[src/rtl/display_driver_bcm_serializer.sv]
// BCM bit-plane serializer for HUB75-style RGB matrix rows.
// Walks all planes of one row MSB first: fetch, shift, latch, display.
module display_driver_bcm_serializer #(
  parameter int segments    = 1,
  parameter int bitwidth    = 8,
  parameter int columns     = 64,
  parameter int pipe_length = 1,
  parameter int base_cycles = 1
) (
  input  logic                            clk,
  input  logic                            rst,
  input  logic                            start,
  input  logic                            abort,
  output logic                            busy,
  output logic                            done,
  output logic [$clog2(columns)-1:0]      addr,
  input  logic [bitwidth*3*segments-1:0]  pixel,
  output logic [3*segments-1:0]           rgb,
  output logic                            rgb_valid,
  output logic                            latch,
  output logic                            blank
);

  localparam int CH = 3 * segments;
  localparam int AW = $clog2(columns);
  localparam int PW = (bitwidth > 1) ? $clog2(bitwidth) : 1;
  localparam int DW = $clog2((base_cycles << (bitwidth - 1)) + 1);
  localparam int FW = $clog2(pipe_length + 2);

  localparam logic [AW-1:0] LAST_COL  = AW'(columns - 1);
  localparam logic [PW-1:0] TOP_PLANE = PW'(bitwidth - 1);
  localparam logic [FW-1:0] FLUSH_END = FW'(pipe_length);

  typedef enum logic [2:0] {
    IDLE,
    SHIFT,
    FLUSH,
    LATCH,
    DISPLAY
  } state_t;

  state_t                  state;
  logic [PW-1:0]           plane;
  logic [DW-1:0]           dcnt;
  logic [FW-1:0]           fcnt;
  logic [pipe_length-1:0]  vp;
  logic                    issue;
  logic [DW-1:0]           disp_len;
  logic [CH-1:0]           sel;
  logic [bitwidth-1:0]     chan;

  assign issue    = (state == SHIFT);
  assign disp_len = DW'((base_cycles << plane) - 1);

  // Pick the current plane's bit out of every colour channel.
  always_comb begin
    sel  = '0;
    chan = '0;
    for (int g = 0; g < CH; g++) begin
      chan   = pixel[g*bitwidth +: bitwidth];
      sel[g] = chan[plane];
    end
  end

  always_ff @(posedge clk or negedge rst) begin
    if (!rst) begin
      state     <= IDLE;
      addr      <= '0;
      plane     <= TOP_PLANE;
      dcnt      <= '0;
      fcnt      <= '0;
      vp        <= '0;
      rgb       <= '0;
      rgb_valid <= 1'b0;
      latch     <= 1'b0;
      blank     <= 1'b1;
      busy      <= 1'b0;
      done      <= 1'b0;
    end else begin
      done  <= 1'b0;
      latch <= 1'b0;
      if (abort && state != IDLE) begin
        state     <= IDLE;
        blank     <= 1'b1;
        busy      <= 1'b0;
        vp        <= '0;
        rgb_valid <= 1'b0;
      end else begin
        vp[0] <= issue;
        for (int i = 1; i < pipe_length; i++) begin
          vp[i] <= vp[i-1];
        end
        rgb_valid <= vp[pipe_length-1];
        if (vp[pipe_length-1]) begin
          rgb <= sel;
        end
        unique case (state)
          IDLE: begin
            if (start) begin
              state <= SHIFT;
              plane <= TOP_PLANE;
              addr  <= '0;
              busy  <= 1'b1;
            end
          end
          SHIFT: begin
            if (addr == LAST_COL) begin
              state <= FLUSH;
              fcnt  <= '0;
            end else begin
              addr <= addr + AW'(1);
            end
          end
          // Wait until the last column's bit has left the pipe.
          FLUSH: begin
            if (fcnt == FLUSH_END) begin
              state <= LATCH;
              latch <= 1'b1;
            end else begin
              fcnt <= fcnt + FW'(1);
            end
          end
          LATCH: begin
            state <= DISPLAY;
            blank <= 1'b0;
            dcnt  <= disp_len;
          end
          DISPLAY: begin
            if (dcnt == '0) begin
              blank <= 1'b1;
              if (plane == '0) begin
                state <= IDLE;
                done  <= 1'b1;
                busy  <= 1'b0;
              end else begin
                state <= SHIFT;
                plane <= plane - PW'(1);
                addr  <= '0;
              end
            end else begin
              dcnt <= dcnt - DW'(1);
            end
          end
          default: state <= IDLE;
        endcase
      end
    end
  end

endmodule
[config.mk]
export PLATFORM = sky130hd
export DESIGN_NAME = display_driver_bcm_serializer
export DESIGN_NICKNAME = d
export VERILOG_FILES = /design/src/rtl/display_driver_bcm_serializer.sv
export SDC_FILE = /design/constraint.sdc
export NUM_CORES = 1
export LEC_CHECK = 0
export ABC_CLOCK_PERIOD_IN_PS = 5800
export CORE_UTILIZATION = 55
export CTS_CLUSTER_SIZE = 24
export DETAILED_ROUTE_END_ITERATION = 10
export GPL_TIMING_DRIVEN = 1
export PLACE_DENSITY = 0.91
export SLEW_MARGIN = 30
export SYNTH_ARGS = -nofsm -noshare
export SYNTH_HDL_FRONTEND = slang
export SYNTH_SLANG_ARGS = --single-unit
[constraint.sdc]
create_clock -name clk -period 5.8 [get_ports clk]
set_input_delay 1.16 -clock clk [delete_from_list [all_inputs] [get_ports clk]]
set_output_delay 1.16 -clock clk [all_outputs]
set_load 0.02 [all_outputs]
; ---- Word-level counts from Yosys, hierarchy flattened
; Cells that the tools add are included.
[classes]
n_addsub = 5
mul = 0
n_div = 0
order_cmp = 1
eq_ne = 18
shift = 1
mux = 44
bitwise_logic = 1
reduce_logical = 19
[op_table]
columns = op, count
row1 = 2-to-1 mux 3 bit, 8
row2 = 2-to-1 mux 6 bit, 4
row3 = 2-to-1 mux 1 bit, 19
row4 = case mux 6 bit (3 select lines), 1
row5 = case mux 8 bit (2 select lines), 1
row6 = case mux 3 bit (5 select lines), 1
row7 = inequality test 2 bit (second input constant), 6
row8 = inequality test 3 bit (second input constant), 4
row9 = AND reduction 4 bit, 3
row10 = nonzero test 3 bit, 4
row11 = binary-select mux 1 bit (select 3 bit), 3
row12 = logical NOT 8 bit, 1
row13 = 2-to-1 mux 8 bit, 1
row14 = left shift 1 x 3 -> 8 bit (first input constant), 1
row15 = subtractor 8 x 1 -> 8 bit (second input constant), 1
row16 = subtractor 8 x 2 -> 8 bit (second input constant), 1
row17 = adder 6 x 1 -> 6 bit (second input constant), 1
row18 = equality test 3 x 2 -> 1 bit (second input constant), 2
row19 = equality test 6 bit (second input constant), 1
row20 = logical NOT 3 bit, 2
row21 = case mux 3 bit (2 select lines), 1
row22 = AND reduction 6 bit, 1
row23 = nonzero test 2 bit, 3
row24 = AND reduction 5 bit, 1
row25 = other kinds (15), 18
[word_totals]
reg_bits = 31
latch_bits = 0
ramBits = 0
romBits = 0
input_bits = 28
out_inout_bits = 14
wordCells = 101
mem_count = 0

; ---- Longest topological paths before layout
[logic_depth]
ltp_word = 5
ltp_mapped = 12
ltp_nobuf = 10

; ---- Least setup slack after synthesis
; Ideal clock, no wire load.
[synth_path]
path_kind = register to register
from = register plane[0]
to = register dcnt[6]
setup_ns = 0.122
arrival_time_ns = 2.705
required_time_ns = 5.678
path_slack_ns = 2.973
stages_incl_launch_ff = 13
path_buffers = 2
period_less_slack_ns = 2.827
path_cell_list = dfstp_2 clkbuf_1 inv_1 ha_1 buf_4 and2b_2 inv_1 ha_1 nor3b_1 xor2_1 a21oi_1 nand2_1 a32o_1
[synth_between]
elab_chain_cells = 3
[synth_rtl]
columns = item, line
row1 = from (decl), 43  ; logic [PW-1:0] plane;
row2 = from (signal assigned), 137  ; plane <= plane - PW'(1);
row3 = left shift 1 x 3 -> 8 bit, 53  ; assign disp_len = DW'((base_cycles << plane) - 1);
row4 = subtractor 8 x 2 -> 8 bit, 53
row5 = case mux 8 bit (2 select lines), 97  ; unique case (state)
row6 = to (signal assigned), 126  ; dcnt <= disp_len;
row7 = to (signal assigned), 141  ; dcnt <= dcnt - DW'(1);
row8 = to (decl), 44  ; logic [DW-1:0] dcnt;
; No other way between the ends.
; A chain may end at the register's enable or synchronous reset.

; ---- Worst setup path in the final report
[layout_path]
from = input port abort
to = register dcnt[6]
[layout_between]
elab_chain_cells = 3
[layout_rtl]
columns = item, line
row1 = from (decl), 13  ; input logic abort,
row2 = logical AND 1 bit, 82  ; if (abort && state != IDLE) begin
row3 = inverter 1 bit (no line), -
row4 = AND reduction 3 bit (no line), -
; No other way between the ends.

==> impl_metrics.ini <==
[run_status]
status = finished clean

[layout]
multi_input_area_mm2 = 0.00117
final_nets = 294
area_growth_pct = 25.6
drive_above_1_share_pct = 11.3
diodes = 0
seq_area_um2 = 781
n_fill_cell = 247

[worst_hold_path]
hold_class = reg -> reg
whs_endpoint = dcnt[6]
min_path_cells = 1
hp-start = dcnt[6]

[worst_setup_path]
worst_setup_path_start_kind = input pin
r2r-start = plane[0]
critPathArrivalTime_ns = 3.39
crit_chain = clkdlybuf4s50_1 -> or4b_1 -> o32ai_2 -> o21ai_0 -> a32o_1
ff2ff_path_depth = 10
end_kind = register
cpPeakStageDelay_ns = 0.62
regToRegSetupSlack_ns = 3.07
crit_path_top_delay_cell = or4b_1
timing.setup.critical_path_class = in -> reg
worstPathRequired_ns = 5.98
crit_path_max_fanout = 17
r2r_end = dcnt[6]

[yosys]
synth_cell_type_count = 53
async_flop_share_pct = 100
synth_top_area_share_pct = 32.7
ys_seq_area_share_pct = 37.8
synth-seq-cells = 31
yosys-top-cells-area = dfrtp_1 33%, mux4_2 6.5%, ha_1 6.1%
yosysMostFrequentCell = dfrtp_1
netlist_area_mm2 = 0.00207
synth_nets = 255
ys.flop_type = dfrtp_1
syn-mean-instance-area_um2 = 9.52
yosys_warnings = 0
synthTopCellsByCount = 27 x dfrtp_1, 21 x nand2_1, 19 x o21ai_0, 14 x nor2_1
synth_edf_count = 0
yosys.area.top_type = dfrtp_1
synth_cells = 217

[place]
place.gp.congestion = 0.835
port_buffers = 41
dp_hpwl_mm = 3.11

[detailed_routing]
dr_total_vias = 1838
routed_via_density = 6.07
drt_first_iter_violations = 135
first_pass_iters = 4
ant_nets = 0
drc = 0
post_drt_wl_per_cell_um = 14.7
drt-total-wl_mm = 4.45

[timing]
period_needed_ns = 3.22
drv_slew = 0
setup_viol = 0
fmax_ghz = 0.311
rsz0062_at_grt = no
period_share_pct = 55.5
worst_slew_pin_slew_ns = 0.980
max_slew_margin_pct = 34.6
hold_violations = 0
finalSetupTns_ns = 0
clock_skew_ns = 0.00558

[clocking]
cts_buffers = 5
clk_latency_ns = 0.28
htreeDepth = 2
tritoncts = built
ctsResizeCount = 0
cts.sinks = 31
cts_buffer_depth = 2
cts_hold_buf = 0
post_cts_buffers = 0
cts-root-buf = clkbuf_8
cts.clk_slew.worst_paths_ns = 0.07

[global_routing]
grt_pass1_vias = 1820
antenna_found_initial = 0
overflow = 0
grt_pass1_wl_mm = 7.69
track_usage_pct = 24.5
grt_max_degree = 32

[die]
die_width_um = 63.3
start_util_pct = 59.6
die_h_um = 63.3
coreArea_mm2 = 0.00347
io_pins = 42
rows = 21
die_area_mm2 = 0.00400

[pwr]
vdd_drop_max_mv = 0.155
power.total_mw = 0.754
power_leakage_nw = 1.09
powerDensity_mw_per_mm2 = 291

[run]
cap_violations = 0
-- cell type report --
cell class | instances | share of cell area [%]
multi-input combinational | 164 | 45.2
clock inverter | 2 | 1.35
inverter | 11 | 1.59
tap | 46 | 2.22
timing repair buffer | 43 | 16.4
sequential | 31 | 30.1
clock buffer | 6 | 3.18
-- cell usage in the layout, fill, tap and decap left out, types with 2 or more instances in the layout --
| cell type | Yosys | layout |
|---|---|---|
| o22a_1 | 2 | 2 |
| clkdlybuf4s50_1 | 0 | 41 |
| a21boi_1 | 2 | 2 |
| mux2i_1 | 6 | 6 |
| nand2b_1 | 5 | 5 |
| xor2_1 | 2 | 2 |
| or4_1 | 2 | 2 |
| o21ai_0 | 19 | 19 |
| buf_4 | 2 | 2 |
| nor4b_1 | 3 | 3 |
| a21oi_1 | 11 | 11 |
| a22o_1 | 3 | 3 |
| a21boi_0 | 3 | 3 |
| nor4_1 | 5 | 5 |
| mux4_2 | 6 | 6 |
| clkbuf_8 | 2 | 6 |
| nand2_1 | 21 | 21 |
| nor2_1 | 14 | 14 |
| dfstp_2 | 4 | 4 |
| ha_1 | 10 | 10 |
| inv_1 | 11 | 11 |
| or3_1 | 4 | 4 |
| dfrtp_1 | 27 | 27 |
| a22oi_1 | 2 | 2 |
| nor3b_1 | 2 | 2 |
| nand3_1 | 8 | 8 |
| or2_2 | 2 | 2 |
| o31ai_1 | 6 | 6 |
| nor3_1 | 5 | 5 |
-- flip-flops by register name (all words and copies together) (netlist names), 2 cells and up --
name / flops
addr: 6
dcnt: 8
fcnt: 2
plane: 3
rgb: 3
state: 3
-- logic make-up (layout without fill, tap and decap cells) --
| group | Yosys count | count (layout) | synth area share, % |
|---|---|---|---|
| compound gates | 59 | 59 | 19.1 |
| xor+xnor | 3 | 3 | 1.27 |
| fa+ha+maj | 10 | 10 | 6.06 |
| buf+inv | 22 | 62 | 5.45 |
| flops | 31 | 31 | 37.8 |
| mux | 13 | 13 | 9.99 |
| simple gates | 79 | 79 | 20.3 |
-- power by group --
| group | internal, mW | total, mW | switching [mW] |
|---|---|---|---|
| Clock | 0.139 | 0.220 | 0.0808 |
| Combinational | 0.112 | 0.238 | 0.127 |
| Sequential | 0.256 | 0.297 | 0.0404 |
-- worst max-delay path, delay by kind of cell --
family | cells | cell delay (ns)
AO/OA/AOI/OAI | 3 | 1.05
AND/OR/NAND/NOR | 1 | 0.62
buffers and inverters | 1 | 0.56
-- worst max-delay path by stage --
stage	end	cells past startpoint	slack [ns]	from
after global placement	dcnt[6]	5	2.40	abort
after CTS	dcnt[6]	5	2.63	abort
final	dcnt[6]	5	2.58	abort
after detailed placement	dcnt[6]	5	2.34	abort
after floorplan	dcnt[6]	12	2.97	plane[0]
after global routing	dcnt[6]	5	2.46	abort
-- layer usage --
layer	vias to the layer above	wire length, um	GRT usage [%]
met4	0	14	9.38
met3	2	218	5.07
li1	883	-	-
met1	884	1940	29.0
met5	-	0	0
met2	69	2280	43.4
-- per-stage QoR --
step	std cells	util [%]	worst slack, ns	instance area [um2]	hold WS [ns]
6_report	303	74.8	2.58	2590	0.485
5_1_grt	303	74.8	2.46	2590	0.516
4_1_cts	303	74.8	2.63	2590	0.489
3_5_place_dp	295	71.4	2.34	2480	0.474
3_3_place_gp	295	71.4	2.40	2480	0.465
2_1_floorplan	217	-	2.97	2070	0.458
Note: power is estimated with default switching activity, not from simulation.
==> variant: new RTL, same flow settings <==
Set the parameter `columns` to 128 (it was 64).
--- a/src/rtl/display_driver_bcm_serializer.sv
+++ b/src/rtl/display_driver_bcm_serializer.sv
@@ -3,7 +3,7 @@
 module display_driver_bcm_serializer #(
   parameter int segments    = 1,
   parameter int bitwidth    = 8,
-  parameter int columns     = 64,
+  parameter int columns     = 128,
   parameter int pipe_length = 1,
   parameter int base_cycles = 1
 ) (
Ports: changed (resized addr); port bits go from 42 to 43. The function was not compared with the original's and may differ.
==> variant against the unedited design <==
Critical path depth grew 1. Largest power group unchanged. Final area grew 3.8%. Area after synthesis grew 4.8%. Sequential cell count grew 1. Largest cell class unchanged. Clock skew grew 0.0014 ns. Critical path type unchanged. Critical endpoint is now addr[5]. Setup slack gained 0.59 ns. Sequential share of layout area shrank 0.16 points. Routed wire length grew 14%. Total power shrank 19%. First-iteration DRC count grew 21%.
==> variant: results (changes against the unedited design) <==
Run status
  • Status: complete, no violations

Routing
  • Starting DRC count in detailed routing: 163 (+21%)
  • Wire length on met1: 2042 um (+5.4%)
  • Drt first pass iters: 4 (unchanged)
  • Met3 WL post-DR: 352 um (+61%)
  • Routed via count: 2002 (+8.9%)

Synthesis
  • Mux cell area share after synthesis: 0.08550 (-0.01444)
  • Sequential fraction of the synthesis area: 0.3720 (-0.005913)
  • Top cells by area, synth: dfrtp_1 32%, mux4_2 6.2%, ha_1 5.8%
  • Post-synthesis xor/xnor area fraction: 0.008088 (-0.004632)
  • Syn Nets: 269 (+5.5%)
  • Post-Synth Adder-Cell Area: 0.05777 (-0.002799)
  • Top cells by count, synth: 28 x dfrtp_1, 23 x nor2_1, 21 x a21oi_1
  • Synth unique cells: 54 (+1.9%)
  • Compound-Gate Fraction of Synth Area: 0.2074 (+0.01600)
  • Syn_area_per_cell: 9.376 um^2 (-1.5%)

Placement
  • Placed cells: 310 (+5.1%)
  • Buffers on Ports: 42 (+2.4%)
  • Hpwl dp: 3630 um (+17%)
  • Dpl cell area: 2585 um^2 (+4.3%)
  • RePlAce Congestion: 0.8587 (+2.9%)
  • DP Worst Slack: 2.917 ns (+0.5757 ns)

Layout
  • Layout cells sized above 1: 0.1037 (-0.009137)
  • Final net count: 307 (+4.4%)
  • Filler cells: 300 (+21%)
  • Final Instance Count excl. Fillers: 318 (+5.0%)
  • Top flop regs: dcnt x8, addr x7
  • Footprint of the multi-input gates: 1242 um^2 (+6.0%)

Global route
  • GR Util met2: 0.4635 (+0.02940)
  • M1 GR Usage: 0.3277 (+0.03744)
  • Largest net degree at the start of global routing: 33 (+3.1%)
  • Met3 Use GR: 0.06338 (+0.01266)
  • All-Layer GR Usage: 0.2725 (+0.02709)
  • First-pass GRT wire length: 8742 um (+14%)

Worst hold path
  • Hold EP: blank
  • WHS Path Cells: 2 (+1)
  • Min-delay src: blank
  • Tightest Hold Check Type: flop to flop

Worst setup path
  • Crit-path max FO: 7 (-10)
  • Reg2reg start: plane[0]
  • Reg2reg path depth: 8 (-2)
  • Delay-heaviest family, CP: buffers and inverters
  • CP arrival: 2.83 ns (-0.56 ns)
  • Worst r2r dst: dcnt[4]
  • Crit-path slowest cell: clkdlybuf4s50_1
  • Register-to-Register Setup Slack: 3.27 ns (+0.20 ns)

STA
  • Final hold slack: 0.4970 ns (+0.01180 ns)
  • Skew final: 0.006984 ns (+0.001402 ns)
  • Worst-Margin Slew: 0.7069 ns (-0.2735 ns)

Power and ir drop
  • Leakage power: 1.211 nW (+11%)
  • Maximum vdd drop: 0.0001166 V (-25%)

Clock network
  • Max clock buf depth: 2 (unchanged)
  • CTS buffer count: 5 (unchanged)
variant: cell count changes after synthesis, sizes merged, moves of 5 or more:
cell and change:
o21ai -5, a21boi -5, or3 -5, a31oi +5, nor2 +10, a21oi +12
variant: layout make-up:
type	count	area share
clock buffers	6	0.02695
clock inverters	2	0.01301
well taps	48	0.02230
multi-input cells	174	0.4614
flip-flops and latches	32	0.2993
repair buffers	43	0.1589
inverters	13	0.01812
variant: worst register-to-register path, stage by stage (launching register included):
cell	delay (ns)
dfstp_2	0.69
inv_1	0.16
ha_1	0.33
nand2b_1	0.27
ha_1	0.32
xor2_1	0.10
a221oi_1	0.27
a21oi_1	0.07
o22a_1	0.21
variant: worst max-delay path by stage:
stage / cells after the start / slack, ns / endpoint
2_1_floorplan: 10 / 3.43 / dcnt[4]
3_3_place_gp: 4 / 2.98 / rgb[0]
3_5_place_dp: 4 / 2.92 / rgb[1]
4_1_cts: 6 / 3.18 / addr[5]
5_1_grt: 6 / 3.06 / addr[5]
6_report: 6 / 3.17 / addr[5]
variant: power by group:
| group | switching [W] | internal, W | leakage, nW |
|---|---|---|---|
| sequential | 0.0000224 | 0.000242 | 0.409 |
| combinational | 0.0000663 | 0.0000701 | 0.747 |
| clock | 0.0000846 | 0.000127 | 0.0552 |
variant: kinds of logic (layout without fill, tap and decap cells):
kind of cell / count (synthesis) / in the layout
AO/OA/AOI/OAI: 68 / 68
XOR/XNOR: 2 / 2
adder cells (fa/ha/maj): 10 / 10
buffers and inverters: 25 / 64
flip-flops: 32 / 32
multiplexers: 11 / 11
AND/OR/NAND/NOR: 83 / 83
